[src/rtl/bc_chain_stage.sv]
`default_nettype none
// +----------------------------------------------------------------------------+
// | Module   : bc_chain_stage                                                  |
// | Purpose  : One lane of the matmul broadcast chain: elastic buffer with a    |
// |            local tap and optional downstream forward, per-broadcast count.  |
// | Revision : 1.0  initial release                                             |
// +----------------------------------------------------------------------------+
module bc_chain_stage #(
    parameter int DataWidth = 64,
    parameter int Depth     = 2,
    parameter int CntWidth  = 16
) (
    input  logic                 clk_i,
    input  logic                 rst_i,
    input  logic                 cfg_valid_i,
    input  logic [CntWidth-1:0]  cfg_len_i,
    input  logic                 cfg_fwd_i,
    output logic                 cfg_ready_o,
    input  logic [DataWidth-1:0] bc_data_i,
    input  logic                 bc_valid_i,
    output logic                 bc_ready_o,
    output logic [DataWidth-1:0] bc_data_o,
    output logic                 bc_valid_o,
    input  logic                 bc_ready_i,
    output logic [DataWidth-1:0] tap_data_o,
    output logic                 tap_valid_o,
    input  logic                 tap_ready_i,
    input  logic                 bc_invalidate_i,
    output logic                 busy_o,
    output logic                 done_o
);

    localparam int c_PTR_W = (Depth > 1) ? $clog2(Depth) : 1;
    localparam int c_OCC_W = $clog2(Depth + 1);
    localparam logic [c_PTR_W-1:0] c_LAST  = c_PTR_W'(Depth - 1);
    localparam logic [c_OCC_W-1:0] c_DEPTH = c_OCC_W'(Depth);

    typedef enum logic [1:0] {
        S_IDLE   = 2'd0,
        S_ACTIVE = 2'd1,
        S_DONE   = 2'd2
    } state_t;

    state_t r_state;
    state_t w_state_nxt;

    logic [DataWidth-1:0] r_mem [Depth];
    logic [c_PTR_W-1:0]   r_head;
    logic [c_PTR_W-1:0]   r_tail;
    logic [c_OCC_W-1:0]   r_count;
    logic [CntWidth-1:0]  r_len;
    logic [CntWidth-1:0]  r_rx_cnt;
    logic [CntWidth-1:0]  r_pop_cnt;
    logic                 r_fwd;
    logic                 r_tap_taken;
    logic                 r_fwd_taken;

    logic                 w_empty;
    logic                 w_start;
    logic                 w_push;
    logic                 w_pop;
    logic                 w_tap_fire;
    logic                 w_fwd_fire;
    logic [CntWidth-1:0]  w_pop_cnt_nxt;

    function automatic logic [c_PTR_W-1:0] f_ptr_inc(input logic [c_PTR_W-1:0] p);
        return (p == c_LAST) ? '0 : p + c_PTR_W'(1);
    endfunction

    assign w_empty       = (r_count == '0);
    assign w_start       = (r_state == S_IDLE) && cfg_valid_i;
    assign w_pop_cnt_nxt = r_pop_cnt + CntWidth'(1);

    // Ready depends only on registered state, so consumer readies never reach it.
    assign bc_ready_o  = (r_state == S_ACTIVE) && (r_count < c_DEPTH) && (r_rx_cnt < r_len);
    assign tap_valid_o = !w_empty && !r_tap_taken;
    assign bc_valid_o  = r_fwd && !w_empty && !r_fwd_taken;
    assign tap_data_o  = r_mem[r_head];
    assign bc_data_o   = r_mem[r_head];

    assign w_push     = bc_valid_i && bc_ready_o;
    assign w_tap_fire = tap_valid_o && tap_ready_i;
    assign w_fwd_fire = bc_valid_o && bc_ready_i;
    assign w_pop      = !w_empty
                     && (r_tap_taken || w_tap_fire)
                     && (!r_fwd || r_fwd_taken || w_fwd_fire);

    always_ff @(posedge clk_i or posedge rst_i) begin
        if (rst_i) begin
            r_state <= S_IDLE;
        end else begin
            r_state <= w_state_nxt;
        end
    end

    always_comb begin
        w_state_nxt = r_state;
        cfg_ready_o = 1'b0;
        busy_o      = 1'b1;
        done_o      = 1'b0;
        case (r_state)
            S_IDLE: begin
                cfg_ready_o = 1'b1;
                busy_o      = 1'b0;
                if (cfg_valid_i) begin
                    w_state_nxt = (cfg_len_i == '0) ? S_DONE : S_ACTIVE;
                end
            end
            S_ACTIVE: begin
                if (w_pop && (w_pop_cnt_nxt == r_len)) begin
                    w_state_nxt = S_DONE;
                end
            end
            S_DONE: begin
                done_o      = 1'b1;
                w_state_nxt = S_IDLE;
            end
            default: begin
                w_state_nxt = S_IDLE;
            end
        endcase
        if (bc_invalidate_i) begin
            w_state_nxt = S_IDLE;
        end
    end

    always_ff @(posedge clk_i or posedge rst_i) begin
        if (rst_i) begin
            for (int i = 0; i < Depth; i++) begin
                r_mem[i] <= '0;
            end
            r_head      <= '0;
            r_tail      <= '0;
            r_count     <= '0;
            r_len       <= '0;
            r_rx_cnt    <= '0;
            r_pop_cnt   <= '0;
            r_fwd       <= 1'b0;
            r_tap_taken <= 1'b0;
            r_fwd_taken <= 1'b0;
        end else if (bc_invalidate_i) begin
            r_head      <= '0;
            r_tail      <= '0;
            r_count     <= '0;
            r_rx_cnt    <= '0;
            r_pop_cnt   <= '0;
            r_tap_taken <= 1'b0;
            r_fwd_taken <= 1'b0;
        end else begin
            if (w_start) begin
                r_len     <= cfg_len_i;
                r_fwd     <= cfg_fwd_i;
                r_rx_cnt  <= '0;
                r_pop_cnt <= '0;
            end
            if (w_push) begin
                r_mem[r_tail] <= bc_data_i;
                r_tail        <= f_ptr_inc(r_tail);
                r_rx_cnt      <= r_rx_cnt + CntWidth'(1);
            end
            // Taken flags remember a consumer that accepted the head before its partner.
            if (w_pop) begin
                r_head      <= f_ptr_inc(r_head);
                r_pop_cnt   <= w_pop_cnt_nxt;
                r_tap_taken <= 1'b0;
                r_fwd_taken <= 1'b0;
            end else begin
                r_tap_taken <= r_tap_taken || w_tap_fire;
                r_fwd_taken <= r_fwd_taken || w_fwd_fire;
            end
            case ({w_push, w_pop})
                2'b10:   r_count <= r_count + c_OCC_W'(1);
                2'b01:   r_count <= r_count - c_OCC_W'(1);
                default: r_count <= r_count;
            endcase
        end
    end

endmodule
`default_nettype wire
[config.mk]
export PLATFORM = sky130hd
export DESIGN_NAME = bc_chain_stage
export DESIGN_NICKNAME = d
export VERILOG_FILES = /design/src/rtl/bc_chain_stage.sv
export SDC_FILE = /design/constraint.sdc
export NUM_CORES = 1
export LEC_CHECK = 0
export CORE_ASPECT_RATIO = 0.5
export CORE_MARGIN = 10
export CORE_UTILIZATION = 35
export CTS_CLUSTER_DIAMETER = 80
export DETAILED_ROUTE_END_ITERATION = 8
export SYNTH_ARGS = -nofsm -noshare
export SYNTH_HDL_FRONTEND = slang
export SYNTH_SLANG_ARGS = --single-unit
[constraint.sdc]
create_clock -name clk_i -period 20.4 [get_ports clk_i]
set_clock_uncertainty 0.15 [all_clocks]
set_input_delay 5.1 -clock clk_i [delete_from_list [all_inputs] [get_ports clk_i]]
set_output_delay 5.1 -clock clk_i [all_outputs]
set_load 0.01 [all_outputs]
**Word level (Yosys, flattened, before mapping)**

Cells that the tools add are included.

- Word-level logic and storage cells: 96
- Bits of input ports: 88
- Register bits: 185
- Output and inout port bits: 134

- $lt $le $gt $ge: 5
- Add/sub/neg operators: 6
- Eq/ne operators: 7
- Mux-type cells: 31
- Reductions and logical operators: 32
- Bitwise logic cells: 3

Operators by type and width:

| kind | count |
|---|---|
| $mux W64 | 4 |
| $bwmux W128 | 1 |
| $mux W16 | 5 |
| $demux W64 S1 | 1 |
| $add A16 B1 Y16 const B | 2 |
| $eq A16 B16 Y1 | 1 |
| $logic_not A16 Y1 | 1 |
| $lt A16 B16 Y1 | 1 |
| $logic_and A1 B1 Y1 | 13 |
| $mux W1 | 13 |
| $mux W2 | 5 |
| $reduce_bool A3 Y1 | 3 |
| $pmux W2 S2 | 2 |
| $reduce_and A2 Y1 | 3 |
| $eq A2 B1 Y1 const B | 2 |
| $eq A2 B2 Y1 const B | 2 |
| $ge A2 B2 Y1 const B | 2 |
| $logic_not A1 Y1 | 4 |
| $logic_not A2 Y1 | 2 |
| $logic_or A1 B1 Y1 | 4 |
| $not A1 Y2 | 2 |
| $reduce_bool A2 Y1 | 2 |
| $ne A3 B2 Y1 const B | 1 |
| $ne A3 B3 Y1 const B | 1 |
| 6 further kinds | 7 |

**Longest topological paths before layout**

- Depth in word-level cells: 11
- Gate-level depth with buffers: 11
- Gate-level depth less buffers: 9

**Worst setup path after synthesis**

Ideal clock, no wire load.

- Path kind: register -> output
- Start: reg r_len[9]
- End: out bc_ready_o
- Path buffers: 2
- Data arrival time: 1.998 ns
- Slack: 13.152 ns
- Data required time: 15.150 ns
- Stages on the path, launching flop included: 10
- Cell sequence: dfrtp_1 -> inv_1 -> ha_1 -> a21oi_1 -> o21ai_1 -> a2111oi_2 -> o2111ai_1 -> inv_2 -> buf_4 -> clkbuf_1

- Word-level cells in the longest chain between the ends: 2

Ends and longest elaborated chain:

| what | RTL line | RTL |
|---|---|---|
| start: declaration | 51 | `logic [CntWidth-1:0] r_len;` |
| start signal: assignment | 151 | `r_len <= cfg_len_i;` |
| $lt A16 B16 Y1 | 75 | `assign bc_ready_o = (r_state == S_ACTIVE) && (r_count < c_DEPTH) && (r_rx_cnt < r_len);` |
| $logic_and A1 B1 Y1 | 75 |  |
| end: declaration | 21 | `output logic bc_ready_o,` |

Every way passes these cells.

**Worst setup path in the final report**

- Start: reg r_rx_cnt[9]
- End: out bc_ready_o

- Word-level cells in the longest chain between the ends: 2

Ends and longest elaborated chain:

| what | RTL line | RTL |
|---|---|---|
| start: declaration | 52 | `logic [CntWidth-1:0] r_rx_cnt;` |
| start signal: assignment | 159 | `r_rx_cnt <= r_rx_cnt + CntWidth'(1);` |
| $lt A16 B16 Y1 | 75 |  |
| $logic_and A1 B1 Y1 | 75 |  |

Every way passes these cells.

==> flow_metrics.env <==
export IMPL_rr_worst_depth=10
export IMPL_max_freq_ghz=0.120
export IMPL_vias=6599
export IMPL_core_area_um2=27600
export IMPL_h_tree_depth=4
export IMPL_crit_path_start_kind="flop"
export IMPL_leakage_nw=5.39
export IMPL_timing_hold_worst_class="reg2reg"
export IMPL_start_util=0.354
export IMPL_grt_total_usage=0.141
export IMPL_r2r_slack_ns=16.53
export IMPL_grt_setup_unrepaired="no"
export IMPL_cp_end_kind="output port"
export IMPL_synthArstFlopShare=1.00
export IMPL_synthesis_nets=928
export IMPL_portBuffers=221
export IMPL_setup_viol=0
export IMPL_cts_made_buffers=17
export IMPL_maxCapViolations=0
export IMPL_clk_path_buf_depth=2
export IMPL_p_int_mw=0.956
export IMPL_drt_iter0_drc=359
export IMPL_antenna_found_initial=1
export IMPL_hp_start="r_mem[64]"
export IMPL_synth_cell_type_count=48
export IMPL_clkLatencyLatePin_ns=0.44
export IMPL_grt_pass1_vias=7029
export IMPL_die_h_um=138
export IMPL_timing_final_crit_share=0.409
export IMPL_power_mw=1.35
export IMPL_p_clk_frac=0.249
export IMPL_slew_headroom=0.190
export IMPL_area_delta_synth_final_pct=27.1
export IMPL_totalWireLength_um=24900
export IMPL_power_switching_mw=0.396
export IMPL_std_cell_rows=43
export IMPL_dp_worst_setup_slack_ns=11.70
export IMPL_vias_per_cell=4.84
export IMPL_drc_errors=0
export IMPL_path_clk_slew_ns=0.07
export IMPL_worst_pin_slew_ns=1.21
export IMPL_p_sw_frac=0.293
export IMPL_grt_pass1_wl_um=40600
export IMPL_final_max_slew_viol_count=0
export IMPL_reg2reg_from="r_len[13]"
export IMPL_tns_ns=0
export IMPL_fin_nets=1072
export IMPL_worst_path_max_fanout=20
export IMPL_status="completed"
export IMPL_grt_max_degree=116
export IMPL_whs_path_depth=1
export IMPL_cts_sinks=185
export IMPL_worst_ep_arrival_time_ns=3.10
export IMPL_avgSynthCellArea_um2=11.9
export IMPL_cts_tree="yes"
export IMPL_drive_gt1_frac=0.244
export IMPL_combPwrFrac=0.384
export IMPL_synth_edf_count=0
export IMPL_fin_crit_ns=8.35
export IMPL_place_congestion=0.797
export IMPL_design_area_um2=12400
export IMPL_dp_hpwl_um=18000
export IMPL_r2r_end="r_mem[61]"
export IMPL_wire_per_inst_um=18.3
export IMPL_synth_seq_cells=185
export IMPL_netlist_area_um2=9780
export IMPL_timing_final_ws_setup_ns=12.05
export IMPL_dieArea_um2=35400
export IMPL_overflow=0
export IMPL_timing_hold_ws_ns=0.350
export IMPL_first_pass_iters=7
export IMPL_post_cts_buffers=0
export IMPL_die_w_um=256
export IMPL_hold_violations=0
export IMPL_ys_warn_count=0
export IMPL_critPathKind="reg2out"
export IMPL_holdPathEnd="r_mem[64]"
export IMPL_seqPwrFrac=0.367
export IMPL_cts_hold_buffers=0
export IMPL_ir_drop_mv=0.0682
export IMPL_power_density_nw_per_um2=109
export IMPL_ioPinCount=222
export IMPL_crit_required_ns=15.15
export IMPL_dominantRegCellSynth="dfrtp_1"
export IMPL_antenna_left=0
export IMPL_root_buffer="clkbuf_16"
export IMPL_ys_seq_area_frac=0.473
export IMPL_cts_resized=0
export IMPL_placed_area_um2=11800
export IMPL_synth_cells=823
[metrics by stage]
step / cells / util
finish: 1363 / 0.450
global route: 1363 / 0.450
CTS: 1362 / 0.450
detailed placement: 1330 / 0.429
global placement: 1330 / 0.429
floorplan: 823 / -
[cells in the mapped netlist, types with 3 or more instances]
library cell / count / area, um^2
nor3b_1: 3 / 22.5
and3_1: 3 / 18.8
o211ai_1: 4 / 30.0
o2bb2ai_1: 3 / 26.3
nor4_1: 10 / 62.6
ha_1: 17 / 213
o221ai_1: 10 / 87.6
nand2b_1: 4 / 25.0
dfrtp_1: 185 / 4630
buf_4: 65 / 488
nand3_1: 22 / 110
nor3_1: 10 / 50.1
xor2_1: 13 / 114
nor2b_1: 3 / 18.8
nor2_1: 28 / 105
or3_1: 6 / 37.5
o31ai_1: 5 / 37.5
o21ai_0: 43 / 215
buf_6: 6 / 67.6
buf_2: 9 / 45.0
xnor2_1: 18 / 158
mux2_4: 60 / 901
nand4_1: 13 / 81.3
nand2_1: 44 / 165
inv_1: 35 / 131
or4_1: 4 / 30.0
mux2_2: 134 / 1510
a21o_1: 3 / 22.5
a21oi_1: 15 / 75.1
clkbuf_1: 22 / 82.6
[critical path, cell delays in order, from the launching register on]
cell and delay [ns]:
dfrtp_1 0.45, ha_1 0.31, a21oi_1 0.17, o21ai_1 0.11
a2111oi_2 0.35, o2111ai_1 0.26, inv_2 0.37, clkdlybuf4s50_1 0.63
[flip-flops by register name, indices dropped and copies added (netlist names)]
register / cells
r_rx_cnt: 16
r_len: 16
r_head: 1
r_fwd_taken: 1
r_mem: 128
r_pop_cnt: 16
r_count: 2
r_state: 2
r_tail: 1
r_tap_taken: 1
r_fwd: 1
[cell families after synthesis]
family / share of synthesized area
mux: 0.248
buf+inv: 0.0837
xor+xnor: 0.0278
fa+ha+maj: 0.0217
compound gates: 0.0650
flops: 0.473
simple gates: 0.0800
[placed cells by master, fill, tap and decap left out, types with 5 or more instances in the layout]
cell type / instances
mux2_4: 60
buf_4: 6
nor2_1: 27
clkdlybuf4s50_1: 221
inv_1: 34
or3_1: 6
o31ai_1: 5
nand3_1: 22
o221ai_1: 10
nor4_1: 10
nor3_1: 10
nand4_1: 13
ha_1: 17
xnor2_1: 18
clkbuf_16: 17
dfrtp_1: 184
xor2_1: 13
a21oi_1: 15
mux2_2: 134
nand2_1: 44
o21ai_0: 43
[power by group through the flow]
stage / combinational [mW] / clock (mW) / sequential, mW
6_report: 0.519 / 0.337 / 0.496
5_1_grt: 0.555 / 0.363 / 0.508
4_1_cts: 0.531 / 0.347 / 0.496
3_5_place_dp: 0.529 / 0 / 0.501
3_3_place_gp: 0.522 / 0 / 0.497
2_1_floorplan: 0.328 / 0 / 0.485
[worst max path at each step]
stage	startpoint	to	slack, ns	cells after the start
floorplan	rst_i	r_count[0]	10.12	1
global placement	bc_invalidate_i	r_mem[24]	11.67	5
detailed placement	bc_invalidate_i	r_mem[25]	11.70	5
CTS	r_len[10]	bc_ready_o	11.99	8
global route	r_len[9]	bc_ready_o	11.83	8
finish	r_rx_cnt[9]	bc_ready_o	12.05	7
[cell type report]
class / instances / area (um^2)
fill: 2529 / 15200
sequential: 185 / 4630
multi-input combinational: 500 / 4330
timing repair buffer: 227 / 2260
tap: 382 / 478
clock buffer: 21 / 470
inverter: 36 / 140
clock inverter: 11 / 120
antenna: 1 / 2.50
[metal layers]
layer,part of all wire,track usage
met3,0.028,0.0258
met4,0.012,0.0415
met5,0,0
met1,0.41,0.161
met2,0.55,0.265
Note: power is estimated with default switching activity, not from simulation.
